### config.mk
export PLATFORM = sky130hd
export DESIGN_NAME = calc_alu_seq_flat
export DESIGN_NICKNAME = d
export VERILOG_FILES = /design/src/rtl/calc_alu_if.sv /design/src/rtl/calc_alu_seq.sv /design/src/flat_wrapper.sv
export SDC_FILE = /design/constraint.sdc
export NUM_CORES = 1
export LEC_CHECK = 0
export ABC_CLOCK_PERIOD_IN_PS = 4700
export CORE_MARGIN = 1
export CORE_UTILIZATION = 45
export CTS_CLUSTER_DIAMETER = 120
export DETAILED_ROUTE_END_ITERATION = 8
export HOLD_SLACK_MARGIN = 0.02
export PLACE_DENSITY = 0.7
export SLEW_MARGIN = 10
export SYNTH_ARGS = -nofsm -noshare
export SYNTH_HDL_FRONTEND = slang
export SYNTH_SLANG_ARGS = --single-unit
### constraint.sdc
create_clock -name clk -period 4.7 [get_ports clk]
set_input_delay 0.94 -clock clk [delete_from_list [all_inputs] [get_ports clk]]
set_output_delay 0.94 -clock clk [all_outputs]
set_load 0.02 [all_outputs]
### src/rtl/calc_alu_if.sv
// Operand/result bundle between the operand stage, the ALU and the display stage.
// Launch: a rising edge on start captures the operands; done pulses once when results are ready.
interface calc_alu_if #(
  parameter int WIDTH = 4
) ();
  logic                 start;
  logic [WIDTH-1:0]     first_nr;
  logic [WIDTH-1:0]     second_nr;
  logic [3:0]           operation;
  logic [2*WIDTH-1:0]   result;
  logic [WIDTH-1:0]     remainder;
  logic                 busy;
  logic                 done;
  logic                 err;

  modport master (
    output start, first_nr, second_nr, operation,
    input  result, remainder, busy, done, err
  );

  modport slave (
    input  start, first_nr, second_nr, operation,
    output result, remainder, busy, done, err
  );
endinterface

### src/rtl/calc_alu_seq.sv
// Sequential signed ALU: single-cycle add/sub, iterative shift-add multiply and
// restoring divide on operand magnitudes, with the sign applied in a final step.
module calc_alu_seq #(
  parameter int         WIDTH  = 4,
  parameter logic [3:0] OP_ADD = 4'hA,
  parameter logic [3:0] OP_SUB = 4'hB,
  parameter logic [3:0] OP_MUL = 4'hC,
  parameter logic [3:0] OP_DIV = 4'hD
) (
  input  logic         clk,
  input  logic         rst,
  calc_alu_if.slave    alu_bus,
  output logic [2:0]   state_o
);
  localparam int RW = 2 * WIDTH;
  localparam int CW = (WIDTH > 1) ? $clog2(WIDTH) : 1;

  typedef enum logic [2:0] {S_IDLE, S_EXEC, S_ITER, S_SIGN, S_DONE} state_t;

  state_t           state_q;
  logic             start_prev_q;
  logic [3:0]       op_q;
  logic [WIDTH-1:0] a_q, b_q;
  logic [RW-1:0]    mcand_q, acc_q;
  logic [WIDTH:0]   mplier_q, divisor_q, rem_q;
  logic [WIDTH-1:0] quo_q;
  logic [CW-1:0]    cnt_q;
  logic [RW-1:0]    result_q;
  logic [WIDTH-1:0] remainder_q;
  logic             busy_q, done_q, err_q;

  function automatic logic [WIDTH:0] magnitude(input logic [WIDTH-1:0] v);
    logic [WIDTH:0] x;
    x = {v[WIDTH-1], v};
    return v[WIDTH-1] ? -x : x;
  endfunction

  logic             launch;
  logic [WIDTH:0]   mag_a, mag_b, rem_sh;
  logic             rem_ge;
  logic             sign_q;
  logic [RW-1:0]    quo_ext;

  // Edge detect runs in every state, so a level held through busy never relaunches.
  assign launch  = (state_q == S_IDLE) && alu_bus.start && !start_prev_q;
  assign mag_a   = magnitude(alu_bus.first_nr);
  assign mag_b   = magnitude(alu_bus.second_nr);
  assign rem_sh  = {rem_q[WIDTH-1:0], quo_q[WIDTH-1]};
  assign rem_ge  = rem_sh >= divisor_q;
  assign sign_q  = a_q[WIDTH-1] ^ b_q[WIDTH-1];
  assign quo_ext = {{(RW-WIDTH){1'b0}}, quo_q};

  always_ff @(posedge clk or posedge rst) begin
    if (rst) begin
      state_q      <= S_IDLE;
      start_prev_q <= 1'b0;
      op_q         <= '0;
      a_q          <= '0;
      b_q          <= '0;
      mcand_q      <= '0;
      acc_q        <= '0;
      mplier_q     <= '0;
      divisor_q    <= '0;
      rem_q        <= '0;
      quo_q        <= '0;
      cnt_q        <= '0;
      result_q     <= '0;
      remainder_q  <= '0;
      busy_q       <= 1'b0;
      done_q       <= 1'b0;
      err_q        <= 1'b0;
    end else begin
      start_prev_q <= alu_bus.start;
      done_q       <= 1'b0;
      case (state_q)
        S_IDLE: begin
          if (launch) begin
            op_q      <= alu_bus.operation;
            a_q       <= alu_bus.first_nr;
            b_q       <= alu_bus.second_nr;
            mcand_q   <= {{(RW-WIDTH-1){1'b0}}, mag_a};
            mplier_q  <= mag_b;
            acc_q     <= '0;
            divisor_q <= mag_b;
            rem_q     <= '0;
            quo_q     <= mag_a[WIDTH-1:0];
            cnt_q     <= '0;
            busy_q    <= 1'b1;
            // Divide by zero is caught here and finishes through EXEC with err.
            if (alu_bus.operation == OP_MUL ||
                (alu_bus.operation == OP_DIV && alu_bus.second_nr != '0))
              state_q <= S_ITER;
            else
              state_q <= S_EXEC;
          end
        end
        S_EXEC: begin
          remainder_q <= '0;
          case (op_q)
            OP_ADD: begin
              result_q <= {{WIDTH{a_q[WIDTH-1]}}, a_q} + {{WIDTH{b_q[WIDTH-1]}}, b_q};
              err_q    <= 1'b0;
            end
            OP_SUB: begin
              result_q <= {{WIDTH{a_q[WIDTH-1]}}, a_q} - {{WIDTH{b_q[WIDTH-1]}}, b_q};
              err_q    <= 1'b0;
            end
            default: begin
              result_q <= '0;
              err_q    <= 1'b1;
            end
          endcase
          done_q  <= 1'b1;
          busy_q  <= 1'b0;
          state_q <= S_DONE;
        end
        S_ITER: begin
          if (op_q == OP_MUL) begin
            acc_q    <= acc_q + (mplier_q[0] ? mcand_q : '0);
            mcand_q  <= mcand_q << 1;
            mplier_q <= mplier_q >> 1;
          end else begin
            rem_q <= rem_ge ? (rem_sh - divisor_q) : rem_sh;
            quo_q <= {quo_q[WIDTH-2:0], rem_ge};
          end
          cnt_q <= cnt_q + CW'(1);
          if (cnt_q == CW'(WIDTH - 1)) state_q <= S_SIGN;
        end
        S_SIGN: begin
          if (op_q == OP_MUL) begin
            result_q    <= sign_q ? -acc_q : acc_q;
            remainder_q <= '0;
          end else begin
            result_q    <= sign_q ? -quo_ext : quo_ext;
            remainder_q <= WIDTH'(a_q[WIDTH-1] ? -rem_q : rem_q);
          end
          err_q   <= 1'b0;
          done_q  <= 1'b1;
          busy_q  <= 1'b0;
          state_q <= S_DONE;
        end
        S_DONE:  state_q <= S_IDLE;
        default: state_q <= S_IDLE;
      endcase
    end
  end

  assign alu_bus.result    = result_q;
  assign alu_bus.remainder = remainder_q;
  assign alu_bus.busy      = busy_q;
  assign alu_bus.done      = done_q;
  assign alu_bus.err       = err_q;
  assign state_o           = state_q;
endmodule

### src/flat_wrapper.sv
// flat-port wrapper written by rule: the top's interface ports become plain ports
module calc_alu_seq_flat 
#(
  parameter int         WIDTH  = 4,
  parameter logic [3:0] OP_ADD = 4'hA,
  parameter logic [3:0] OP_SUB = 4'hB,
  parameter logic [3:0] OP_MUL = 4'hC,
  parameter logic [3:0] OP_DIV = 4'hD
)
  (clk, rst, state_o, alu_bus_start, alu_bus_first_nr, alu_bus_second_nr, alu_bus_operation, alu_bus_result, alu_bus_remainder, alu_bus_busy, alu_bus_done, alu_bus_err);
  calc_alu_if #(.WIDTH(WIDTH)) alu_bus_i ();
  input  logic clk;
  input  logic rst;
  output logic [2:0] state_o;
  input wire logic [$bits(alu_bus_i.start)-1:0] alu_bus_start;
  input wire logic [$bits(alu_bus_i.first_nr)-1:0] alu_bus_first_nr;
  input wire logic [$bits(alu_bus_i.second_nr)-1:0] alu_bus_second_nr;
  input wire logic [$bits(alu_bus_i.operation)-1:0] alu_bus_operation;
  output wire logic [$bits(alu_bus_i.result)-1:0] alu_bus_result;
  output wire logic [$bits(alu_bus_i.remainder)-1:0] alu_bus_remainder;
  output wire logic [$bits(alu_bus_i.busy)-1:0] alu_bus_busy;
  output wire logic [$bits(alu_bus_i.done)-1:0] alu_bus_done;
  output wire logic [$bits(alu_bus_i.err)-1:0] alu_bus_err;
  assign alu_bus_i.start = alu_bus_start;
  assign alu_bus_i.first_nr = alu_bus_first_nr;
  assign alu_bus_i.second_nr = alu_bus_second_nr;
  assign alu_bus_i.operation = alu_bus_operation;
  assign alu_bus_result = alu_bus_i.result;
  assign alu_bus_remainder = alu_bus_i.remainder;
  assign alu_bus_busy = alu_bus_i.busy;
  assign alu_bus_done = alu_bus_i.done;
  assign alu_bus_err = alu_bus_i.err;
  calc_alu_seq #(.WIDTH(WIDTH), .OP_ADD(OP_ADD), .OP_SUB(OP_SUB), .OP_MUL(OP_MUL), .OP_DIV(OP_DIV)) u_core (.clk(clk), .rst(rst), .alu_bus(alu_bus_i), .state_o(state_o));
endmodule
# Word-level counts from Yosys, hierarchy flattened
# Index checks and enable logic that the tools add are counted.
[word_totals]
register_bits = 67
latchBits = 0
mem_bits_rw = 0
mem_bits_ro = 0
in_bits = 15
out_inout_bits = 18
word_cells = 98
mem_count = 0
[classes]
add_sub_neg = 10
mul = 0
n_div = 0
magnitude_cmp = 1
eq_ne = 13
n_shift = 0
n_mux = 38
bitwise_logic = 1
n_reduce_logical = 18
[ops]
columns = ["operator", "n"]
rows = [
  ["8-bit two-way mux", 8],
  ["8-bit case mux with 2 select lines", 4],
  ["4-bit two-way mux", 7],
  ["4-bit case mux with 2 select lines", 3],
  ["4-bit == test (second input constant)", 5],
  ["5-bit two-way mux", 4],
  ["5-bit negation", 2],
  ["5-bit case mux with 2 select lines", 1],
  ["3-bit case mux with 3 select lines", 1],
  ["8-bit adder", 1],
  ["4-bit negation with 8-bit output", 1],
  ["8-bit negation", 1],
  ["2-bit AND reduction", 4],
  ["3-bit by 2-bit == test with 1-bit output (second input constant)", 2],
  ["3-bit two-way mux", 2],
  ["2-bit by 1-bit != test with 1-bit output (second input constant)", 3],
  ["3-bit AND reduction", 2],
  ["2-bit nonzero test", 3],
  ["4-bit by 4-bit adder with 5-bit output", 1],
  ["5-bit >= comparator", 1],
  ["4-bit by 4-bit subtractor with 5-bit output", 1],
  ["2-bit two-way mux", 2],
  ["4-bit negation", 1],
  ["1-bit case mux with 2 select lines", 2],
  ["other kinds (14)", 19],
]

# Logic depth before layout (Yosys ltp)
[logic_depth]
depth_word = 6
depth_mapped = 11
mapped_depth_nobuf = 11

# Least setup slack after synthesis
# OpenSTA, ideal clock, no wires.
[synth_timing]
kind = "reg2reg"
start = "reg u_core.op_q[2]"
end = "reg u_core.result_q[3], in the netlist u_core.alu_bus.result[3]"
setup_time_ns = 0.130
arrival_ns = 2.027
t_required_ns = 4.570
slack_ns = 2.543
path_stages_with_launch = 12
n_path_buf = 0
period_less_slack_ns = 2.157
path_cell_list = "dfrtp_1 and3b_1 nand2_1 nor2_1 a21o_1 inv_1 ha_1 nor2b_1 o21a_1 or3_1 a32oi_1 o21ai_0"
[synth_via]
elab_chain_cells = 3
elab_cells_between_ends = 6
cone_classes = "3 x eq/ne; 3 x mux"
[synth_rtl]
columns = ["item", "line", "text"]
rows = [
  ["start: declaration", "calc_alu_seq.sv:22", "logic [3:0] op_q;"],
  ["start signal: assignment", "calc_alu_seq.sv:78", "op_q <= alu_bus.operation;"],
  ["4-bit == test (on tied branches)", "calc_alu_seq.sv:99, calc_alu_seq.sv:130", ""],
  ["8-bit case mux with 2 select lines or 8-bit two-way mux (tied branches)", "calc_alu_seq.sv:99, calc_alu_seq.sv:130", ""],
  ["8-bit case mux with 2 select lines (*)", "calc_alu_seq.sv:75", "case (state_q)"],
  ["end signal: assignment", "calc_alu_seq.sv:101", "result_q <= {{WIDTH{a_q[WIDTH-1]}}, a_q} + {{WIDTH{b_q[WIDTH-1]}}, b_q};"],
  ["end signal: assignment", "calc_alu_seq.sv:105", "result_q <= {{WIDTH{a_q[WIDTH-1]}}, a_q} - {{WIDTH{b_q[WIDTH-1]}}, b_q};"],
  ["end signal: assignment", "calc_alu_seq.sv:131", "result_q <= sign_q ? -acc_q : acc_q;"],
  ["end: declaration", "calc_alu_seq.sv:28", "logic [RW-1:0] result_q;"],
]
# Mark *: on every way between the ends. The rest lies on a longest branch, timed or not.
# A chain may end at the register's enable or synchronous reset.

# Worst setup path after layout
[layout_timing]
start = "reg u_core.state_q[1], in the netlist u_core.state_o[1]"
end = "out state_o[1]"
[layout_lines]
columns = ["item", "line", "text"]
rows = [
  ["start: declaration", "calc_alu_seq.sv:20", "state_t state_q;"],
  ["start signal: assignment", "calc_alu_seq.sv:55", "state_q <= S_IDLE;"],
  ["start signal: assignment", "calc_alu_seq.sv:92", "state_q <= S_ITER;"],
  ["start signal: assignment", "calc_alu_seq.sv:94", "state_q <= S_EXEC;"],
  ["end: declaration", "flat_wrapper.sv:14", "output logic [2:0] state_o;"],
]
# No word-level cell between the ends.

==> impl_metrics.tcl <==
set metrics [dict create \
    end_kind "primary output" \
    clock_sinks 66 \
    drt_iter0_drc 165 \
    syn_area_per_cell_um2 9.235 \
    wirelength_um 8482 \
    reg2reg_depth 10 \
    final-seq-area_um2 1652 \
    vias 3108 \
    cp_max_fo 19 \
    grt-ovfl-total 0 \
    vias_per_cell 5.530 \
    synth_edf_count 0 \
    required_ns 3.76 \
    synth_cells 423 \
    multi_input_area_um2 2087 \
    ant_nets 0 \
    clock_skew_ns 0.01066 \
    globalRouteTotalUtil_pct 20.59 \
    synth-xor-area-share_pct 4.709 \
    fillers 757 \
    fp.dieArea_um2 9057 \
    core_um2 8299 \
    synth_compound_area_share_pct 16.72 \
    crit_cells 1 \
    die_y_um 95.17 \
    rsz0062_at_grt "false" \
    antenna_cells 0 \
    htree_levels 3 \
    hold_path_depth 2 \
    grt_pass1_vias 2983 \
    crit_chain "clkdlybuf4s50_1" \
    start_util_pct 47.07 \
    synth_top_family_by_area "simple AND/OR/NAND/NOR gates" \
    drive_above_1_share_pct 5.470 \
    synth-simple-area-share_pct 19.44 \
    async_reset_ff_share_pct 100.0 \
    worstSkewPairLatency_ns 0.34 \
    fmax_ghz 0.3584 \
    critPathBufInv 1 \
    grt_max_degree 50 \
    min_delay_worst_endpoint "u_core.alu_bus.result[0]" \
    setup-tns-final_ns 0 \
    slew-limit-headroom_pct 23.58 \
    finalCriticalPeriod_ns 2.790 \
    cp_slowest_cell "dfrtp_1" \
    setup_viol 0 \
    syn_nets 465 \
    dp_slack_ns 1.683 \
    slew_violations 0 \
    slowest_delay_ns 0.77 \
    hold_violations 0 \
    netlist-cell-type-count 55 \
    crit_family "flip-flops" \
    root_buffer "clkbuf_8" \
    hold_start "u_core.alu_bus.result[0]" \
    post_cts_resize_count 0 \
    synthMuxAreaShare_pct 3.331 \
    status "complete, no violations" \
    hp-class "reg -> reg" \
    worst_pin_slew_ns 1.138 \
    cts-buffers-inserted 9 \
    p_per_area_nw_per_um2 587.3 \
    rrSetupSlack_ns 2.22 \
    cts_setup_buffers 0 \
    die_x_um 95.17 \
    gp_congestion 0.8293 \
    vdd_drop_max_mv 0.2153 \
    startpoint_type "register" \
    path_clk_slew_ns 0.08 \
    detail_route.first_pass.iterations 4 \
    io_pins 33 \
    grt_pass1_wl_um 14080 \
    dp_hpwl_um 6350 \
    finalCritPeriodShare_pct 59.37 \
    fin_ws_ns 1.910 \
    synthesis.area_um2 3906 \
    synthToLayoutAreaGrowth_pct 15.44 \
    reg2reg_from "u_core.divisor_q[0]" \
    synth_fa_ha_area_share_pct 9.225 \
    max_cap_viol_count 0 \
    wl_per_cell_um 15.09 \
    synth-seq-area-share_pct 42.28 \
    drc_errors 0 \
    cts_buffer_depth 2 \
    synthFlopType "dfrtp_1" \
    r2r_end "u_core.alu_bus.result[4]" \
    ys_ff_latch 66 \
    crit_type "reg -> out" \
    placementRows 33 \
    power_leakage_nw 2.133 \
    fin_hold_ws_ns 0.4906 \
    cts_tree "done" \
    portBuffers 32 \
    synth_warnings 0 \
    antenna_found_initial 0 \
    critPathArrivalTime_ns 1.85 \
    layout.nets 494 \
    postCtsHoldBufs 0 \
]
registers in the layout, indices dropped and copies added (netlist names):
| name | count |
|---|---|
| u_core.divisor_q | 5 |
| u_core.alu_bus.done | 1 |
| u_core.alu_bus.remainder | 4 |
| u_core.start_prev_q | 1 |
| u_core.op_q | 4 |
| u_core.alu_bus.result | 8 |
| u_core.alu_bus.busy | 1 |
| u_core.state_o | 3 |
| u_core.a_q | 4 |
| u_core.mplier_q | 5 |
| u_core.acc_q | 8 |
| u_core.quo_q | 4 |
| u_core.alu_bus.err | 1 |
| u_core.rem_q | 4 |
| u_core.b_q | 3 |
| u_core.mcand_q | 8 |
| u_core.cnt_q | 2 |
worst max-delay path by stage:
stage / start / end / slack [ns]
floorplan: rst / u_core.a_q[0] / 2.11
CTS: u_core.state_o[1] / state_o[1] / 1.93
finish: u_core.state_o[1] / state_o[1] / 1.91
global route: u_core.state_o[1] / state_o[1] / 1.85
global placement: alu_bus_start / u_core.mcand_q[1] / 1.76
detailed placement: alu_bus_start / u_core.mcand_q[1] / 1.68
layer usage:
metal | part of all wire, % | GRT usage (%) | wire length [um] | vias up
li1 | - | - | - | 1532
met1 | 49 | 27.47 | 4115 | 1503
met2 | 46 | 33.33 | 3884 | 62
met3 | 4.4 | 4.705 | 369 | 11
met4 | 1.3 | 6.061 | 112 | 0
met5 | 0 | 0 | 0 | -
placed cells by master (no fill, tap or decap), types with 8 or more instances in the layout:
| cell type | count |
|---|---|
| a211oi_1 | 8 |
| a21oi_1 | 22 |
| a22o_1 | 10 |
| and2_1 | 9 |
| clkbuf_8 | 9 |
| clkdlybuf4s50_1 | 32 |
| dfrtp_1 | 66 |
| ha_1 | 24 |
| inv_1 | 22 |
| mux2i_1 | 13 |
| nand2_1 | 71 |
| nor2_1 | 26 |
| nor3_1 | 11 |
| o21ai_0 | 24 |
| o21ai_1 | 12 |
| xnor2_1 | 9 |
| xor2_1 | 12 |
Yosys cell counts, drive strengths merged, types with 2 or more instances:
master,number,area share (%)
a21o,3,0.58
nor2,30,3.7
fa,3,1.5
clkbuf,8,0.77
inv,23,2.2
xnor2,9,2.0
nor2b,7,1.1
nand2,71,6.8
and2,10,1.6
a21oi,22,2.8
nor3,11,1.4
nor4,3,0.86
nor4b,2,0.45
a211oi,8,1.5
a31oi,4,0.64
buf,8,1.3
o31ai,3,0.58
nand2b,3,0.48
nand3,5,0.64
o22ai,4,0.80
xor2,12,2.7
ha,24,7.7
o21a,4,0.77
o211ai,2,0.38
a22o,10,2.2
dfrtp,66,42
nor3b,2,0.38
mux2i,13,3.3
o21ai,36,4.6
kinds of logic (layout without fill, tap and decap cells):
family | Yosys count | in the layout
AO/OA/AOI/OAI | 104 | 104
XOR/XNOR | 21 | 21
buffers and inverters | 39 | 73
adder cells (fa/ha/maj) | 27 | 27
AND/OR/NAND/NOR | 153 | 153
multiplexers | 13 | 13
flip-flops | 66 | 66
through the flow:
step           cells  total power [mW]  area [um2]  utilization, %
2_1_floorplan    423             1.804        3906               -
3_3_place_gp     546             2.089        4292           51.71
3_5_place_dp     546             2.131        4292           51.71
4_1_cts          562             2.661        4509           54.33
5_1_grt          562             2.866        4509           54.33
6_report         562             2.648        4509           54.33
cell type report:
class | count | area share [%]
timing repair buffer | 34 | 7.436
inverter | 23 | 1.915
tap | 105 | 2.913
clock buffer | 9 | 2.747
multi-input combinational | 318 | 46.28
sequential | 66 | 36.63
clock inverter | 7 | 2.081
report_power, final:
| group | internal, mW | switching [mW] |
|---|---|---|
| logic | 0.547 | 0.666 |
| clock network | 0.297 | 0.220 |
| registers | 0.742 | 0.175 |
worst reg2reg max path, delay by kind of cell, from the launching register on:
family,cells,cell delay (ns)
compound gates,4,0.65
xor+xnor,1,0.16
fa+ha+maj,2,0.52
buf+inv,1,0.09
flops,1,0.44
mux,1,0.33
simple gates,1,0.16
No activity file was read; power rests on OpenSTA's default activity.
